===== config.mk =====
export PLATFORM = sky130hd
export DESIGN_NAME = if_fetch_stage
export DESIGN_NICKNAME = d
export VERILOG_FILES = /design/src/rtl/if_fetch_stage.sv
export SDC_FILE = /design/constraint.sdc
export NUM_CORES = 1
export LEC_CHECK = 0
export CAP_MARGIN = 20
export CORE_UTILIZATION = 40
export CTS_CLUSTER_SIZE = 30
export DETAILED_ROUTE_END_ITERATION = 7
export PLACE_DENSITY_LB_ADDON = 0.3
export SLEW_MARGIN = 20
export SYNTH_ARGS = -nofsm -noshare
export SYNTH_HDL_FRONTEND = slang
export SYNTH_SLANG_ARGS = --single-unit

===== constraint.sdc =====
create_clock -name clk -period 4.5 [get_ports clk]
set_clock_uncertainty 0.2 [all_clocks]
set_input_delay 0.675 -clock clk [delete_from_list [all_inputs] [get_ports clk]]
set_output_delay 0.675 -clock clk [all_outputs]
set_load 0.005 [all_outputs]

===== src/rtl/if_fetch_stage.sv =====
// Instruction-fetch stage: drives the synchronous instruction ROM and pairs each returned word
// with its PC. Each presented instruction also carries a hold buffer so it survives a decode stall.
module if_fetch_stage #(
    parameter logic [31:0] RESET_PC = 32'h0000_0000
) (
    input  logic        clk,
    input  logic        rst,
    input  logic        flush_i,
    input  logic [31:0] flush_pc_i,
    output logic        rom_en,
    output logic [31:0] rom_addr,
    input  logic [31:0] rom_data,
    output logic        out_valid,
    input  logic        out_ready,
    output logic [31:0] out_pc,
    output logic [31:0] out_inst
);

    logic [31:0] pc_q;
    logic        req_q;
    logic [31:0] req_pc_q;
    logic        hold_q;
    logic [31:0] hold_inst_q;
    logic [31:0] hold_pc_q;

    logic        v;
    logic        issue;
    logic [31:0] fetch_addr;
    logic        unused_flush_bits;

    assign unused_flush_bits = ^flush_pc_i[1:0];

    // Handshake: an instruction transfers on any cycle with out_valid & out_ready. Once raised,
    // out_valid stays up with stable pc/inst until that transfer, unless a flush or reset intervenes.
    assign v          = hold_q | req_q;
    assign issue      = rst & (flush_i | ~v | out_ready);
    assign fetch_addr = flush_i ? {flush_pc_i[31:2], 2'b00} : pc_q;

    assign rom_en    = issue;
    assign rom_addr  = fetch_addr;
    assign out_valid = rst & v & ~flush_i;

    always_comb begin
        out_pc   = req_pc_q;
        out_inst = '0;
        if (hold_q) begin
            out_pc   = hold_pc_q;
            out_inst = hold_inst_q;
        end else if (req_q) begin
            out_inst = rom_data;
        end
    end

    always_ff @(posedge clk) begin
        if (!rst) begin
            pc_q        <= {RESET_PC[31:2], 2'b00};
            req_q       <= 1'b0;
            req_pc_q    <= '0;
            hold_q      <= 1'b0;
            hold_inst_q <= '0;
            hold_pc_q   <= '0;
        end else if (issue) begin
            req_q    <= 1'b1;
            req_pc_q <= fetch_addr;
            pc_q     <= fetch_addr + 32'd4;
            hold_q   <= 1'b0;
        end else if (v) begin
            // Stalled: the ROM word is only on rom_data for one cycle, so park it here.
            req_q <= 1'b0;
            if (req_q) begin
                hold_q      <= 1'b1;
                hold_inst_q <= rom_data;
                hold_pc_q   <= req_pc_q;
            end
        end
    end

endmodule


; ---- Yosys cells after proc, flatten, opt, wreduce, memory -nomap -nowiden
; Index checks and enable logic that the tools add are counted.
[word_totals]
reg_bits = 130
input_bits = 68
elab_cells = 27
[op_classes]
add_sub_neg = 1
mux = 6
n_bitwise = 10
n_reduce_logical = 4
[op_table]
columns = op, n
row1 = $mux 32, 4
row2 = $add 32x3->32 const B, 1
row3 = $not 1->1, 4
row4 = $and 1x1->1, 3
row5 = $or 1x1->1, 3
row6 = $reduce_and 3->1, 1
row7 = $mux 1, 2
row8 = $reduce_and 2->1, 1
row9 = $reduce_bool 2->1, 1
row10 = $reduce_or 2->1, 1

; ---- Logic depth before layout (Yosys ltp)
; Gate-level depths: netlist of the first run.
[depth]
depth_word = 7
mapped_depth = 15
mapped_depth_nobuf = 9

; ---- Worst setup path before layout of the first run
; Ideal clock, no wire load.
[synth_timing]
path_kind = input-to-reg
from = input flush_i
to = register pc_q[26]
setup_time_ns = 0.117
t_arrival_ns = 3.294
t_required_ns = 4.183
setup_slack_ns = 0.889
stages = 15
n_path_buf = 6
cell_sequence = buf_6 buf_4 buf_6 buf_2 buf_1 mux2i_1 inv_1 ha_1 inv_1 a221oi_4 and4_1 buf_4 nand4_1 or3_1 a32o_1
[synth_between]
word_cells_on_any_way = 5
cone_classes = add/sub: 1 / mux: 1 / bitwise: 3
[synth_lines]
columns = item, line
row1 = "start, declared", 8  ; input logic flush_i,
row2 = $mux 32, 37  ; assign fetch_addr = flush_i ? {flush_pc_i[31:2], 2'b00} : pc_q;
row3 = net rom_addr[2], 11  ; output logic [31:0] rom_addr,
row4 = $add 32x3->32, 65  ; pc_q <= fetch_addr + 32'd4;
row5 = "end signal, assigned", 56  ; pc_q <= {RESET_PC[31:2], 2'b00};
row6 = "end signal, assigned", 65
row7 = "end, declared", 19  ; logic [31:0] pc_q;
; The timed path passes the listed nets, and every way through them passes these cells.
; A chain may end at the register's enable or synchronous reset.

; ---- Worst setup path in the final report of the first run
[layout_timing]
from = input flush_i
to = output rom_addr[27]
[layout_between]
elab_chain_len = 1
[layout_rtl]
columns = item, line
row1 = $mux 32, 37
row2 = "end, declared", 11
; No other way between the ends.

==> results by stage, run 1 <==
Outcome:
- The flow ran to the end, and the final reports show no timing, DRC or antenna violations.

Placed design:
- In this run the tool buffered the top-level ports with between 150 and 200 buffer cells.
- The placed instances occupy a cell area of 7990 sq um.
- The HPWL after detailed placement is 10900 microns.
- At the end of routability-driven placement, the weighted congestion stood at 0.838.

Final layout:
- The filler cells instantiated in the layout total 1411.
- The final instance area is 8620 sq um.
- The number of antenna diodes in the final layout is 0.
- For this run, the post-layout net count is 938.
- The area growth from synthesis to layout is 38.5%.
- The fraction of layout instances using a drive strength above 1 is 0.110.

Global route:
- The first global-routing pass estimated 26100 microns of wire.
- The pin count of the biggest net entering global routing is 62.
- The global route total overflow is 0.
- The initial antenna violation count is 0.
- The number of global-route vias before repair is 5066.
- Across every metal layer, demand over resource in global routing totals 0.206.

Critical path:
- For this run, the slowest stage of the critical path takes 0.50 ns.
- The critical path is of the input pin to output port type.
- Data on the critical path arrives at its endpoint at 2.59 ns.
- The launching element type of the critical path is an input pin.
- The number of cells on the worst reg-to-reg path is 6.
- The setup check on the worst reg-to-reg path leaves a slack of roughly 1.6 ns.
- The cell with the largest stage delay on the worst path is sky130_fd_sc_hd__mux2i_1.
- The signal on the critical path passes through buf_2 -> buf_12 -> mux2i_1 -> inv_1 -> clkdlybuf4s50_1.
- The data required time at the worst endpoint is 3.62 ns.
- The category of the worst setup path capture point is an output port.
- The highest net fanout along the worst path is 44.
- The worst register-to-register path begins at hold_q$_SDFFE_PP0P_.
- The end of the worst register-to-register path is hold_inst_q[14]$_SDFFE_PN0P_.

Logic synthesis:
- The most used flip-flop cell after synthesis is sky130_fd_sc_hd__dfxtp_1.
- The count of different cell masters after synthesis is 47.
- In this run, synthesis inferred 0 flip-flops with an integrated enable.
- The post-synth net total is approximately 800.
- The post-synth design cell area is roughly 6200 sq um.
- The share of Yosys cell area claimed by the top area cell type is 0.412.
- The fraction of the yosys area taken by sequential cells is 0.412.
- Of all cell types, the one taking the most synthesized area is sky130_fd_sc_hd__dfxtp_1.
- In the synthesized netlist the async set-or-reset flop fraction comes to 0.
- The number of instances in the synthesized netlist is 727.
- During synthesis, Yosys emitted a total of 0 warnings.
- The most frequent cell after synthesis is sky130_fd_sc_hd__nand2_1.
- A synthesized cell averages 8.56 sq um.
- The flop and latch count out of synthesis is between 100 and 150.
- Sorting the synthesized cells by how often they occur yields sky130_fd_sc_hd__nand2_1 (195), sky130_fd_sc_hd__dfxtp_1 (128), sky130_fd_sc_hd__a21boi_0 (64), sky130_fd_sc_hd__o21ai_0 (54), sky130_fd_sc_hd__a22o_1 (39).
- In the post-synthesis netlist, the biggest area contributors are sky130_fd_sc_hd__dfxtp_1 (41%), sky130_fd_sc_hd__nand2_1 (12%), sky130_fd_sc_hd__a21boi_0 (7.7%).

Clock network:
- After clock tree synthesis, the clock-pin slew on the worst setup and hold paths is 0.06 ns.
- The H-tree generated during clock tree synthesis spans 4 levels.
- The root cell of the clock tree is sky130_fd_sc_hd__clkbuf_16.
- The buffer depth of the longest clock path is 2.
- The count of hold buffers inserted by post-cts repair is 0.
- In this run the post-CTS setup repair buffer count came out at 0.
- The number of CTS-inserted buffers is 17.
- The number of sinks on the clock net is 128.
- The clock tree from TritonCTS is yes.
- After clock tree synthesis, the repair step resized 0 gates.
- For the worst-skew pair, the clock arrives at the later sink with an insertion delay of 0.42 ns.

Timing:
- The final-report max-slew violation count is 0.
- Counting I/O delays and the setup requirement, the final critical path takes 3.47 ns.
- The worst slew slack as a fraction of its limit is 0.455.
- The number of setup violations in the final report is 0.
- Of the available clock period, the critical path in the final layout requires 0.771.
- Static timing analysis puts the maximum clock frequency at between 200 and 300 MHz.
- For the pin with the worst max-slew slack, the measured transition is 0.817 ns.
- Setup repair after global routing left no endpoint under its margin.
- The number of hold violations in the final report was 0.
- The aggregate negative setup slack is 0 ns.

Flow run:
- The number of violations of the max-capacitance limit is 0.

Route:
- In this run, the number of DRC markers left after iteration 0 of detailed routing was 315.
- The final layout contains routed wiring with a total length of between 15000 and 20000 microns.
- The antenna violation net count after detailed routing is 0.
- The post-route DRC violation count is 0.
- The first detailed-routing pass ran for 4 iterations.
- The average wire per standard cell is about 15 microns.
- The via count is 5581.
- The detailed-route vias per instance is 5.22.

Power:
- The largest vdd supply drop is 237 uV.
- Dividing total power by cell area gives a power density of 367 nW/um^2.
- For this design the static power due to leakage is 3.30 nW.

Min path:
- In this run the worst hold path is classified as flop to flop.
- The number of instances on the worst hold path is 2.
- The startpoint identified for the worst hold timing path is pc_q[29]$_SDFFE_PN0P_.
- The path with the worst hold slack has its endpoint at pc_q[29]$_SDFFE_PN0P_.

Die:
- Row generation in the floorplan step produced 45 rows.
- 166 I/O pins were placed.
- The floorplan step defined a core boundary enclosing 15200 sq um.
- The die covers 16100 sq um.
- The starting density of the core is 0.409.
- In this run the vertical extent of the chip is 127 microns.
- The die span in x is 127 microns.
[state kept, by name (all words and copies together), names as in the netlist]
| name | count |
|---|---|
| req_q | 1 |
| hold_q | 1 |
| hold_inst_q | 32 |
| hold_pc_q | 32 |
| req_pc_q | 30 |
| pc_q | 32 |
[how the worst max path moves through the flow]
| stage | from | to | slack [ns] | cells after the start |
|---|---|---|---|---|
| 2_1_floorplan | flush_i | pc_q[26]$_SDFFE_PN0P_ | 0.89 | 15 |
| 3_3_place_gp | out_ready | rom_en | 1.04 | 4 |
| 3_5_place_dp | flush_i | pc_q[28]$_SDFFE_PN0P_ | 1.02 | 10 |
| 4_1_cts | hold_q$_SDFFE_PP0P_ | out_inst[16] | 1.0 | 5 |
| 5_1_grt | hold_q$_SDFFE_PP0P_ | out_inst[16] | 0.86 | 5 |
| 6_report | flush_i | rom_addr[27] | 1.03 | 5 |
[report_power, final]
| part | internal (mW) | total [mW] | leakage (nW) | switching [mW] |
|---|---|---|---|---|
| logic | 0.258 | 0.466 | 1.95 | 0.208 |
| clock network | 0.942 | 1.46 | 0.299 | 0.515 |
| registers | 1.20 | 1.24 | 1.05 | 0.0460 |
[layout make-up]
cell class                 count  area (sq um)  share of cell area
clock buffer                  19           443              0.0514
clock inverter                13           188              0.0218
inverter                      28           105              0.0122
multi-input combinational    520          3350               0.389
sequential                   128          2560               0.297
tap                          188           235              0.0273
timing repair buffer         174          1730               0.201
[stage by stage]
step	hold WS [ns]	power (mW)	worst slack (ns)	std cells	util
6_report	0.251	3.17	1.03	1070	0.567
5_1_grt	0.278	3.30	0.859	1070	0.567
4_1_cts	0.249	3.20	0.998	1070	0.567
3_5_place_dp	0.241	1.73	1.02	1038	0.525
3_3_place_gp	0.233	1.73	1.04	1038	0.525
2_1_floorplan	0.224	1.48	0.889	727	-
[placed cells by master, fill, tap and decap left out, drive strengths merged, types with 3 or more instances in the layout]
master / n
clkdlybuf4s50: 161
clkinvlp: 3
a22o: 39
mux2: 38
nand4b: 4
and4: 3
a21oi: 4
nand4: 8
inv: 28
nor2: 5
nand2: 195
dfxtp: 128
nor2b: 5
xnor2: 23
clkbuf: 19
o21ai: 57
mux2i: 23
nand3b: 4
clkinv: 6
a32o: 4
buf: 13
nor3: 4
nand3: 15
nor4: 3
bufinv: 4
a21boi: 64
[cell families after synthesis]
group / count (synthesis) / share of synthesized area
and+or+nand+nor: 256 / 0.187
AOI/OAI and AO/OA: 178 / 0.206
DFF: 128 / 0.412
buffers and inverters: 79 / 0.0537
muxes: 61 / 0.106
xor gates and xnor gates: 24 / 0.0338
adders and majority gates: 1 / 0.00201
[worst max-delay path: cells and delay by family]
family                 cells  cell delay, ns
multiplexers               1            0.50
buffers and inverters      4            1.40
[per-layer routing]
layer	track usage	vias to the layer above	wire [microns]	part of all wire
li1	-	2788	-	-
met1	0.274	2596	7730	0.47
met2	0.328	178	7370	0.45
met3	0.0451	19	996	0.061
met4	0.0756	0	210	0.013
met5	0	-	0	0
No activity file was read; power rests on OpenSTA's default activity.
==> inputs of run 2 (changes only) <==
==> constraint.sdc (replaced) <==
create_clock -name clk -period 2.95 [get_ports clk]
set_clock_uncertainty 0.2 [all_clocks]
set_input_delay 0.4425 -clock clk [delete_from_list [all_inputs] [get_ports clk]]
set_output_delay 0.4425 -clock clk [all_outputs]
set_load 0.005 [all_outputs]
==> run 2 against run 1 <==
  * Die area unchanged
  * Cell area up 2.3%
  * Sequential cell count unchanged
  * Final cell count up 2.6%
  * Clock power up 52%
  * Sequential share of layout area down 0.66 points
  * Largest cell class unchanged
==> results by stage, run 2 (synthesis results as in run 1) <==
Outcome:
- The flow ran to the end, and the final reports show no timing, DRC or antenna violations.

Clock network:
- The clock-pin slew of the registers on the worst-case setup and hold paths is 0.06 ns (about the same).
- The total number of H-tree levels is 4 (unchanged).
- The post-cts gate resize count is 0 (unchanged).
- The buffers inserted during post-CTS setup optimization is 0 (unchanged).
- The buffer depth of the longest clock path is 2 (unchanged).
- The insertion delay of the later-clocked pin in the worst-skew pair came to 0.41 ns (about the same).
- The count of hold buffers inserted by post-cts repair is 0 (unchanged).
- The number of sinks on the clock net is 128 (unchanged).
- The tree is rooted in a sky130_fd_sc_hd__clkbuf_16.
- The number of CTS-inserted buffers was 17 (unchanged).
- The clock tree from TritonCTS is yes.

Critical path:
- The arrival time reported for the critical path endpoint is 2.20 ns (-0.39 ns).
- The cell with the largest stage delay on the worst path is sky130_fd_sc_hd__dfxtp_2.
- The family with the most delay on the worst path is buffers and inverters.
- The category of the worst setup path capture point is an output port.
- The signal on the critical path passes through buf_4 -> mux2_2 -> clkdlybuf4s50_1.
- The critical path buffer and inverter count was 2 (-2).
- The data required time at the worst endpoint was 2.31 ns (-1.31 ns).
- The critical path is of the flop to output port type.
- The launching element type of the critical path is a flop.
- The highest net fanout along the worst path came to 23 (-48%).
- The critical path's largest stage delay is 0.53 ns (+0.03 ns).

Route:
- The detailed router's first-iteration violation count is 320 (+1.6%).
- The post-route DRC violation count was 0 (unchanged).
- The via count is 5636 (+0.99%).
- The antenna violation net count after detailed routing is 0 (unchanged).
- The detailed-router iteration count before antenna repair is 4 (unchanged).
- The average wire per standard cell is 15.0 microns (-1.5%).
- The detailed-route vias per instance is 5.13 (-1.6%).
- The routed wire length was 16500 microns (+1.1%).

Power:
- The total power divided by cell area is 551 nW/um^2 (+50%).
- The static leakage was 3.44 nW (+4.3%).
- The part of the total power dissipated in the clock network is 0.457 (-0.003).
- The proportion of power drawn by combinational gates is 0.152 (+0.005).
- The power consumption came to 4.86 mW (+53%).
- The largest vdd supply drop is 404 uV (+70%).
- The portion of total power attributed to sequential cells is 0.391 (-0.002).
- The internal power component was 3.70 mW (+54%).
- The net switching component of the power was 1.16 mW (+51%).
- The switching power share of the total is 0.239 (-0.00399).

Timing:
- Setup repair after global routing left no endpoint under its margin.
- The pin slew with the least headroom to its limit is 0.546 ns (-0.271 ns).
- The worst path needs 2.85 ns of the cycle, external delays included.
- The worst setup margin was 0.103 ns (-0.929 ns).
- The final-report max-slew violation count is 0 (unchanged).
- The number of setup violations in the final report is 0 (unchanged).
- The number of hold violations in the final report is 0 (unchanged).
- The worst slack on hold paths is 0.249 ns (-0.00229 ns).
- The share of the clock period used by the worst path after layout is 0.965.
- The peak clock frequency supported by timing is 351 MHz.
- The worst slew slack as a fraction of its limit is 0.636 (+0.181).
- The aggregate negative setup slack is 0 ns (unchanged).

Die:
- The starting density of the core was 0.409 (unchanged).
- The full die area came to 16100 sq um (unchanged).
- The standard-cell row count is 45 (unchanged).
- The height of the die was 127 microns (unchanged).
- The top-level port count came to 166 (unchanged).
- The die span in x is 127 microns (unchanged).
- The core area was 15200 sq um (unchanged).

Final layout:
- The top cell types in the final layout, fill and taps aside, are sky130_fd_sc_hd__nand2_1 (194), sky130_fd_sc_hd__clkdlybuf4s50_1 (161), sky130_fd_sc_hd__dfxtp_1 (127), sky130_fd_sc_hd__a21boi_0 (64), sky130_fd_sc_hd__o21ai_0 (54).
- The utilization after layout came to 0.580 (+0.0128).
- The largest registers in the layout are hold_inst_q: 32 flops, hold_pc_q: 32 flops, pc_q: 32 flops.
- The fraction of layout instances using a drive strength above 1 is 0.138 (+0.0285).
- The area growth from synthesis to layout is 41.6%.
- The antenna diode count was 0 (unchanged).
- The library cell used most frequently in the layout, excluding fill and tap cells, is sky130_fd_sc_hd__nand2_1.
- The layout net count came to 966 (+3.0%).

Global route:
- The global route total overflow is 0 (unchanged).
- The global-route wire length before repair is 26700 microns (+2.3%).
- The met1 track demand over resource in global routing came to 0.275 (about the same).
- The routing usage on met3 was 0.0426 (-0.00253).
- The met2 capacity usage during global routing came to 0.341 (+0.0123).
- The initial antenna violation count was 0 (unchanged).
- The total routing usage reported by global routing is 0.210 (+0.00379).
- The pin count of the biggest net entering global routing is 51 (-18%).
- The number of global-route vias before repair is 5346 (+5.5%).
- In this run the most used layer during global routing was met2.

Placed design:
- The HPWL after detailed placement is 11300 microns (+3.6%).
- The pre-CTS worst setup slack is -0.0439 ns (-1.07 ns).
- The final weighted congestion of routability-driven global placement was 0.846 (+0.97%).
- The total of buffers placed on input and output ports is 163 (unchanged).

Flow run:
- The number of violations of the max-capacitance limit is 0 (unchanged).

Min path:
- The classification of the worst-slack hold path is flop to flop.
[run 2: changes by cell type in the layout (fill, tap and decap cells not counted), moves of 2 or more]
cell,change
sky130_fd_sc_hd__buf_4,+29
sky130_fd_sc_hd__clkinv_4,-3
sky130_fd_sc_hd__clkinvlp_4,-2
sky130_fd_sc_hd__clkinv_2,+3
[run 2: layout make-up]
type / instances / area (sq um)
well taps: 188 / 235
fillers: 1380 / 6390
clock buffers: 21 / 460
repair buffers: 202 / 1930
multi-input cells: 520 / 3360
flip-flops and latches: 128 / 2560
inverters: 28 / 105
clock inverters: 11 / 161
[run 2: per-stage QoR]
| stage | std cells | instance area [sq um] |
|---|---|---|
| 3_5_place_dp | 1066 | 8190 |
| 4_1_cts | 1098 | 8810 |
| 2_1_floorplan | 727 | 6270 |
| 5_1_grt | 1098 | 8810 |
| 3_3_place_gp | 1066 | 8190 |
| 6_report | 1098 | 8810 |
[run 2: tightest hold or removal path, delay by kind of cell, from the launching register on]
family,cells,cell delay (ns)
AO/OA/AOI/OAI,1,0.05
flip-flops,1,0.31
AND/OR/NAND/NOR,1,0.05
[run 2: worst paths after layout]
check	startpoint	slack, ns	end	depth (start not counted)
worst min register to register	pc_q[29]$_SDFFE_PN0P_	0.25	pc_q[29]$_SDFFE_PN0P_	2
worst max register to register	pc_q[2]$_SDFFE_PN0P_	0.52	pc_q[26]$_SDFFE_PN0P_	9
worst max-delay path	hold_q$_SDFFE_PP0P_	0.10	out_pc[31]	3
worst min-delay path	pc_q[29]$_SDFFE_PN0P_	0.25	pc_q[29]$_SDFFE_PN0P_	2
[run 2: power by group through the flow]
stage / Sequential (mW) / Clock (mW) / Combinational (mW)
CTS: 1.90 / 2.26 / 0.748
global route: 1.91 / 2.34 / 0.805
finish: 1.90 / 2.22 / 0.740
floorplan: 1.91 / 0 / 0.351
detailed placement: 1.93 / 0 / 0.742
global placement: 1.93 / 0 / 0.738
[run 2: routing by layer]
metal | wire (microns) | share of wire | up-vias
met5 | 0 | 0 | -
met4 | 300 | 0.018 | 0
met3 | 760 | 0.046 | 20
met2 | 7420 | 0.45 | 158
met1 | 7990 | 0.49 | 2606
li1 | - | - | 2852
